$ cat config.mk
export PLATFORM = sky130hd
export DESIGN_NAME = mem_arbiter
export DESIGN_NICKNAME = d
export VERILOG_FILES = /design/src/rtl/mem_arbiter.sv
export SDC_FILE = /design/constraint.sdc
export NUM_CORES = 1
export LEC_CHECK = 0
export CORE_ASPECT_RATIO = 0.8
export CORE_MARGIN = 3
export CORE_UTILIZATION = 30
export CTS_CLUSTER_SIZE = 20
export DETAILED_ROUTE_END_ITERATION = 7
export GPL_TIMING_DRIVEN = 0
export PLACE_DENSITY_LB_ADDON = 0.2
export SYNTH_ARGS = -nofsm -noshare
export SYNTH_HDL_FRONTEND = slang
export SYNTH_SLANG_ARGS = --single-unit
$ cat constraint.sdc
create_clock -name clk -period 4.1 [get_ports clk]
set_clock_uncertainty 0.15 [all_clocks]
set_input_delay 0.82 -clock clk [delete_from_list [all_inputs] [get_ports clk]]
set_output_delay 0.82 -clock clk [all_outputs]
set_load 0.1 [all_outputs]
$ cat src/rtl/mem_arbiter.sv
// Three-port arbiter (instruction fetch, load, store) in front of one
// single-port memory. Fixed priority st > ld > if, with a starvation guard
// for the fetch port and a bounded wait on the memory acknowledge.
`ifndef WORD_WIDTH
`define WORD_WIDTH 32
`endif

module mem_arbiter #(
  parameter int W       = `WORD_WIDTH,
  parameter int TIMEOUT = 16
) (
  input  logic         clk,
  input  logic         rst,
  input  logic         if_req,
  input  logic [W-1:0] if_addr,
  input  logic         ld_req,
  input  logic [W-1:0] ld_addr,
  input  logic         st_req,
  input  logic [W-1:0] st_addr,
  input  logic [W-1:0] st_data,
  output logic         if_done,
  output logic         ld_done,
  output logic         st_done,
  output logic [W-1:0] rdata,
  output logic         err,
  output logic         mem_req,
  output logic         mem_we,
  output logic [W-1:0] mem_addr,
  output logic [W-1:0] mem_wdata,
  input  logic [W-1:0] mem_rdata,
  input  logic         mem_ack
);

  typedef enum logic [1:0] {IDLE, BUSY, DONE} state_t;
  typedef enum logic [1:0] {OWN_IF, OWN_LD, OWN_ST} owner_t;

  localparam logic [7:0] TMO_LAST   = 8'(TIMEOUT - 1);
  localparam logic [2:0] STARVE_MAX = 3'd4;

  state_t       state, state_d;
  owner_t       owner, sel;
  logic         grant, finish, abort;
  logic [7:0]   tmo_cnt;
  logic [2:0]   starve_cnt;
  logic         starve_hit;

  assign starve_hit = (starve_cnt == STARVE_MAX);

  // State register; reset also abandons any access in flight.
  always_ff @(posedge clk or posedge rst) begin
    if (rst) state <= IDLE;
    else     state <= state_d;
  end

  // Next-state decode: grant selection in IDLE, ack/timeout resolution in BUSY.
  always_comb begin
    state_d = state;
    grant   = 1'b0;
    finish  = 1'b0;
    abort   = 1'b0;
    sel     = OWN_IF;
    case (state)
      IDLE: begin
        if (st_req || ld_req || if_req) begin
          grant   = 1'b1;
          state_d = BUSY;
          if (if_req && starve_hit) sel = OWN_IF;
          else if (st_req)          sel = OWN_ST;
          else if (ld_req)          sel = OWN_LD;
          else                      sel = OWN_IF;
        end
      end
      BUSY: begin
        // An ack on the last allowed cycle still counts as success.
        if (mem_ack) begin
          finish  = 1'b1;
          state_d = DONE;
        end else if (tmo_cnt == TMO_LAST) begin
          abort   = 1'b1;
          state_d = DONE;
        end
      end
      DONE:    state_d = IDLE;
      default: state_d = IDLE;
    endcase
  end

  // Memory-side request fields: latched on grant, held for the whole access.
  always_ff @(posedge clk or posedge rst) begin
    if (rst) begin
      owner     <= OWN_IF;
      mem_req   <= 1'b0;
      mem_we    <= 1'b0;
      mem_addr  <= '0;
      mem_wdata <= '0;
    end else begin
      mem_req <= (state_d == BUSY);
      if (grant) begin
        owner     <= sel;
        mem_we    <= (sel == OWN_ST);
        mem_addr  <= (sel == OWN_ST) ? st_addr :
                     (sel == OWN_LD) ? ld_addr : if_addr;
        mem_wdata <= (sel == OWN_ST) ? st_data : '0;
      end
    end
  end

  // Completion pulses and read data; stores leave rdata untouched.
  always_ff @(posedge clk or posedge rst) begin
    if (rst) begin
      if_done <= 1'b0;
      ld_done <= 1'b0;
      st_done <= 1'b0;
      err     <= 1'b0;
      rdata   <= '0;
    end else begin
      if_done <= (finish || abort) && (owner == OWN_IF);
      ld_done <= (finish || abort) && (owner == OWN_LD);
      st_done <= (finish || abort) && (owner == OWN_ST);
      err     <= abort;
      if (owner != OWN_ST) begin
        if (finish)     rdata <= mem_rdata;
        else if (abort) rdata <= '0;
      end
    end
  end

  // Timeout counter: cleared on grant, counts BUSY cycles without ack.
  always_ff @(posedge clk or posedge rst) begin
    if (rst)                         tmo_cnt <= '0;
    else if (grant)                  tmo_cnt <= '0;
    else if (abort)                  tmo_cnt <= tmo_cnt + 8'd1;
    else if (state == BUSY && !mem_ack) tmo_cnt <= tmo_cnt + 8'd1;
  end

  // Starvation counter: consecutive data grants taken while fetch was waiting.
  always_ff @(posedge clk or posedge rst) begin
    if (rst) starve_cnt <= '0;
    else if (grant) begin
      if (sel == OWN_IF)            starve_cnt <= '0;
      else if (!if_req)             starve_cnt <= '0;
      else if (!starve_hit)         starve_cnt <= starve_cnt + 3'd1;
    end
  end

endmodule

* Word-level counts from Yosys, hierarchy flattened
Index checks and enable logic that the tools add are counted.
Cells by class: mux-type cells 27, add/sub/neg operators 2, reductions and logical operators 16, equal/unequal tests 10
Operators with widths (number):
- two-way mux 32 bit | 5
- two-way mux 8 bit | 3
- two-way mux 2 bit | 7
- two-way mux 3 bit | 3
- adder 8 x 1 -> 8 bit (second input constant) | 1
- equality test 2 x 1 -> 1 bit (second input constant) | 4
- equality test 8 x 4 -> 1 bit (second input constant) | 1
- two-way mux 1 bit | 8
- logical NOT 2 bit | 3
- logical AND 1 bit | 5
- equality test 2 bit (second input constant) | 2
- one-hot mux 2 bit (2 select lines) | 1
- AND reduction 2 bit | 2
- adder 3 x 1 -> 3 bit (second input constant) | 1
- equality test 3 bit (second input constant) | 1
- logical OR 1 bit | 3
- inequality test 3 x 2 -> 1 bit (second input constant) | 1
- nonzero test 3 bit | 1
- inequality test 2 bit (second input constant) | 1
- nonzero test 2 bit | 1
- logical NOT 1 bit | 1
Storage, ports and cells: word-level logic and storage cells 68, input port bits 166, output and inout bits 102, register bits after elaboration 117

* Longest topological paths before layout
word-level depth 8, gate-level depth with buffers 8, mapped depth without buffers 5

* Worst setup path before layout
Ideal clock, no wire load.
path type input to register, start input port mem_ack, end register tmo_cnt[5], setup slack 1893 ps, stages on the path 4, buffers on the path 1, required time 3872 ps, arrival time 1979 ps, setup time 78 ps, path through buf_2 -> or3b_4 -> or4_1 -> a21oi_1
On the way: word-level cells in the longest chain between the ends 4, elaborated cells on any way between the ends 7, classes of those cells 4 x mux; 3 x reduce/logical
RTL lines:
- start: declaration | RTL line 31 | input logic mem_ack
- two-way mux 1 bit | RTL line 75 | if (mem_ack) begin
- two-way mux 1 bit | RTL line 62 | case (state)
- two-way mux 8 bit | RTL line 132 | else if (abort) tmo_cnt <= tmo_cnt + 8'd1;
- two-way mux 8 bit | RTL line 131 | else if (grant) tmo_cnt <= '0;
- end signal: assignment | RTL line 132
- end signal: assignment | RTL line 133 | else if (state == BUSY && !mem_ack) tmo_cnt <= tmo_cnt + 8'd1;
- end: declaration | RTL line 43 | logic [7:0] tmo_cnt;
Several ways; a longest one is shown, not always the timed one. A chain may end at the register's enable or synchronous reset.

* Worst setup path in the final report
start register rdata[0], end output port rdata[0]
RTL lines:
- start: declaration | RTL line 24 | output logic [W-1:0] rdata,
- start signal: assignment | RTL line 122 | if (finish) rdata <= mem_rdata;
No word-level cell between the ends.

==> flow_summary.ini <==
[routing]
via_per_inst = 5.29
dr.pass1.iters = 5
postRouteAntennaNets = 0
drc = 0
wl_per_cell_um = 19.0
vias = 6232
wirelength_mm = 22.4
drt_iter0_markers = 595

[worst_setup_path]
crit_path_end_kind = output port
arrival_ns = 1.98
path_cells = clkdlybuf4s50_1
path_class = reg2out
required_ns = 3.13
cpLargestDelayFamily = buffers and inverters
crit_slowest_cell = clkdlybuf4s50_1
startpoint_type = flip-flop
critPathMaxStageDelay_ns = 1.18
critPathMaxFanout = 3
path_buf_inv = 1

[synthesis]
yosys_warnings = 0
synth_seq_cells = 117
synth_edf_count = 0
postSynthCellCount = 616
synthArstFlopShare_pct = 100
synth_seq_area_share_pct = 47.4
syn-num-nets = 785
syn_area_per_cell_sq_um = 10.0
ys_types = 42
syn_area_sq_mm = 0.00617
synth_ff_type = dfrtp_1

[sta]
fin_ws_ns = 1.15
grt_setup_unrepaired = no
hold_viol = 0
tightestPinTransition_ns = 1.05
max_slew_margin_pct = 29.9
clock.fmax_ghz = 0.339
finalMaxSlewViolations = 0
period_share_pct = 72.0
setup-violations-final = 0
period_minus_slack_ns = 2.95

[global_routing]
track_usage_pct = 19.5
antenna_found_initial = 0
grt_pass1_vias = 6131
grt_overflow_total = 0
grt_max_degree = 80
grt_pass1_wl_mm = 35.0

[clock_network]
clk_pin_slew_ns = 0.06
post_cts_buffers = 0
clock-sinks = 117
numCtsBuffers = 17
insertion_delay_ns = 0.41
cts.htree.levels = 4
cts_tree = done
clockBufferDepth = 2
cts_root_buf = clkbuf_16
cts_hold_buffers = 0
ctsResizeCount = 0

[layout]
stdcell_count = 1179
regArea_sq_mm = 0.00293
syn_to_final_growth_pct = 58.5
layout-drive-gt1-share_pct = 6.01
nets = 1071
design_area_sq_mm = 0.00978
utilization_pct = 48.8
antenna_cells = 0
fillerInstances = 1928
multi_input_area_sq_mm = 0.00283

[job]
maxCapViolations = 0

[floorplanning]
core_area_sq_mm = 0.0200
num_io_pins = 268
initial_utilization_pct = 30.8
die_w_um = 166
die_area_sq_mm = 0.0223
rows = 46
die_y_um = 134

[place]
postPlaceCellArea_sq_mm = 0.00920
portBuffers = 266
hpwl_mm = 15.9
place_ws_ns = 0.760
dp_cells = 1147
place_congestion = 0.798

[power_and_ir_drop]
peakVddDrop_uv = 618
leakage_nw = 4.09
power.density_mw_per_mm2 = 971
total_power_mw = 9.50

[outcome]
status = complete, no violations

[min_path]
hp-class = reg2reg
==> final timing paths <==
check                                     start  cells after the start  slack (ns)                 endpoint
min                          mem_we$_DFFE_PP0N_                      1        0.33       mem_we$_DFFE_PP0N_
max reg2reg                  state[1]$_DFF_PP0_                      5        1.84  mem_addr[5]$_DFFE_PP0N_
min reg2reg                  mem_we$_DFFE_PP0N_                      1        0.33       mem_we$_DFFE_PP0N_
max in group asynchronous                   rst                      3        2.41    rdata[20]$_DFFE_PP0P_
min in group asynchronous                   rst                      2        0.63  mem_addr[9]$_DFFE_PP0N_
max                        rdata[0]$_DFFE_PP0P_                      1        1.15                 rdata[0]
==> worst reg2reg max path: cells and delay by family, from the launching register on <==
family | cells | cell delay [ns]
buf+inv | 2 | 0.49
simple gates | 2 | 0.62
compound gates | 1 | 0.44
flops | 1 | 0.45
==> where the power goes <==
part           internal [mW]  total, mW  leakage [nW]  switching [mW]
clock network          0.867       1.47         0.274           0.605
registers               1.64       1.97          1.37           0.325
logic                   1.50       6.06          2.44            4.56
total                   4.01       9.50          4.09            5.49
==> through the flow <==
step | TNS (ns) | hold slack (ns)
3_5_place_dp | 0 | 0.319
4_1_cts | 0 | 0.331
5_1_grt | 0 | 0.354
6_report | 0 | 0.329
3_3_place_gp | -233.19 | 0.310
2_1_floorplan | 0 | 0.283
==> Yosys cell counts (3+ instances only) <==
master	count	area, sq um
inv_1	35	131
nor2b_1	3	18.8
nor2_1	7	26.3
nand3_1	37	185
dfrtp_1	117	2930
o211ai_1	32	240
buf_2	17	85.1
nor3_1	4	20.0
mux2i_1	32	320
a21oi_1	6	30.0
or3_1	4	25.0
nand2_1	7	26.3
o21ai_0	39	195
a222oi_1	31	310
nand2b_1	65	407
ha_1	3	37.5
nand4_1	33	206
o32ai_1	31	272
a22o_1	33	289
clkbuf_1	52	195
==> logic make-up after synthesis <==
| family | count (synthesis) | synth area share, % |
|---|---|---|
| adders and majority gates | 3 | 0.608 |
| muxes | 33 | 5.37 |
| and+or+nand+nor | 173 | 16.6 |
| buffers and inverters | 106 | 6.79 |
| AOI/OAI and AO/OA | 182 | 22.9 |
| xor gates and xnor gates | 2 | 0.284 |
| DFF | 117 | 47.4 |
==> layer usage <==
layer	vias up	GRT usage (%)	wire, um
met3	15	6.22	1500
met4	0	4.03	218
met2	217	29.3	10100
met5	-	0	0
li1	2935	-	-
met1	3065	27.8	10500
==> placed cells by master, fill, tap and decap left out, types with 2 or more instances in the layout <==
master,synthesis,routed
clkinvlp_4,0,4
o32ai_1,31,31
a21o_1,2,2
nor2b_1,3,3
buf_2,17,17
o21ai_0,39,39
clkdlybuf4s50_1,0,266
or4_1,2,2
nand2_1,7,7
buf_1,2,2
inv_1,35,34
clkbuf_16,0,17
a222oi_1,31,31
dfrtp_1,117,117
nor4_1,2,2
ha_1,3,3
and3_1,2,2
nand2b_1,65,65
clkbuf_1,52,52
inv_8,0,2
nand4_1,33,33
nand3_1,37,37
o211ai_1,32,32
a21oi_1,6,6
mux2i_1,32,32
inv_6,0,5
a22o_1,33,33
nor2_1,7,7
nor3_1,4,4
o2bb2ai_1,2,2
clkinv_4,0,3
or3_1,4,4
==> flip-flops by register name, summed over array words and instances (netlist names) <==
name and count:
mem_addr 32, mem_wdata 32, rdata 32, tmo_cnt 8
starve_cnt 3, owner 2, state 2, err 1
if_done 1, ld_done 1, mem_req 1, mem_we 1
st_done 1
==> final cells by class <==
class | instances | area share, %
sequential | 117 | 29.9
multi-input combinational | 393 | 28.9
timing repair buffer | 267 | 27.5
clock buffer | 18 | 4.49
tap | 264 | 3.38
buffer | 71 | 2.94
clock inverter | 14 | 1.47
inverter | 35 | 1.39
Note: power is estimated with default switching activity, not from simulation.
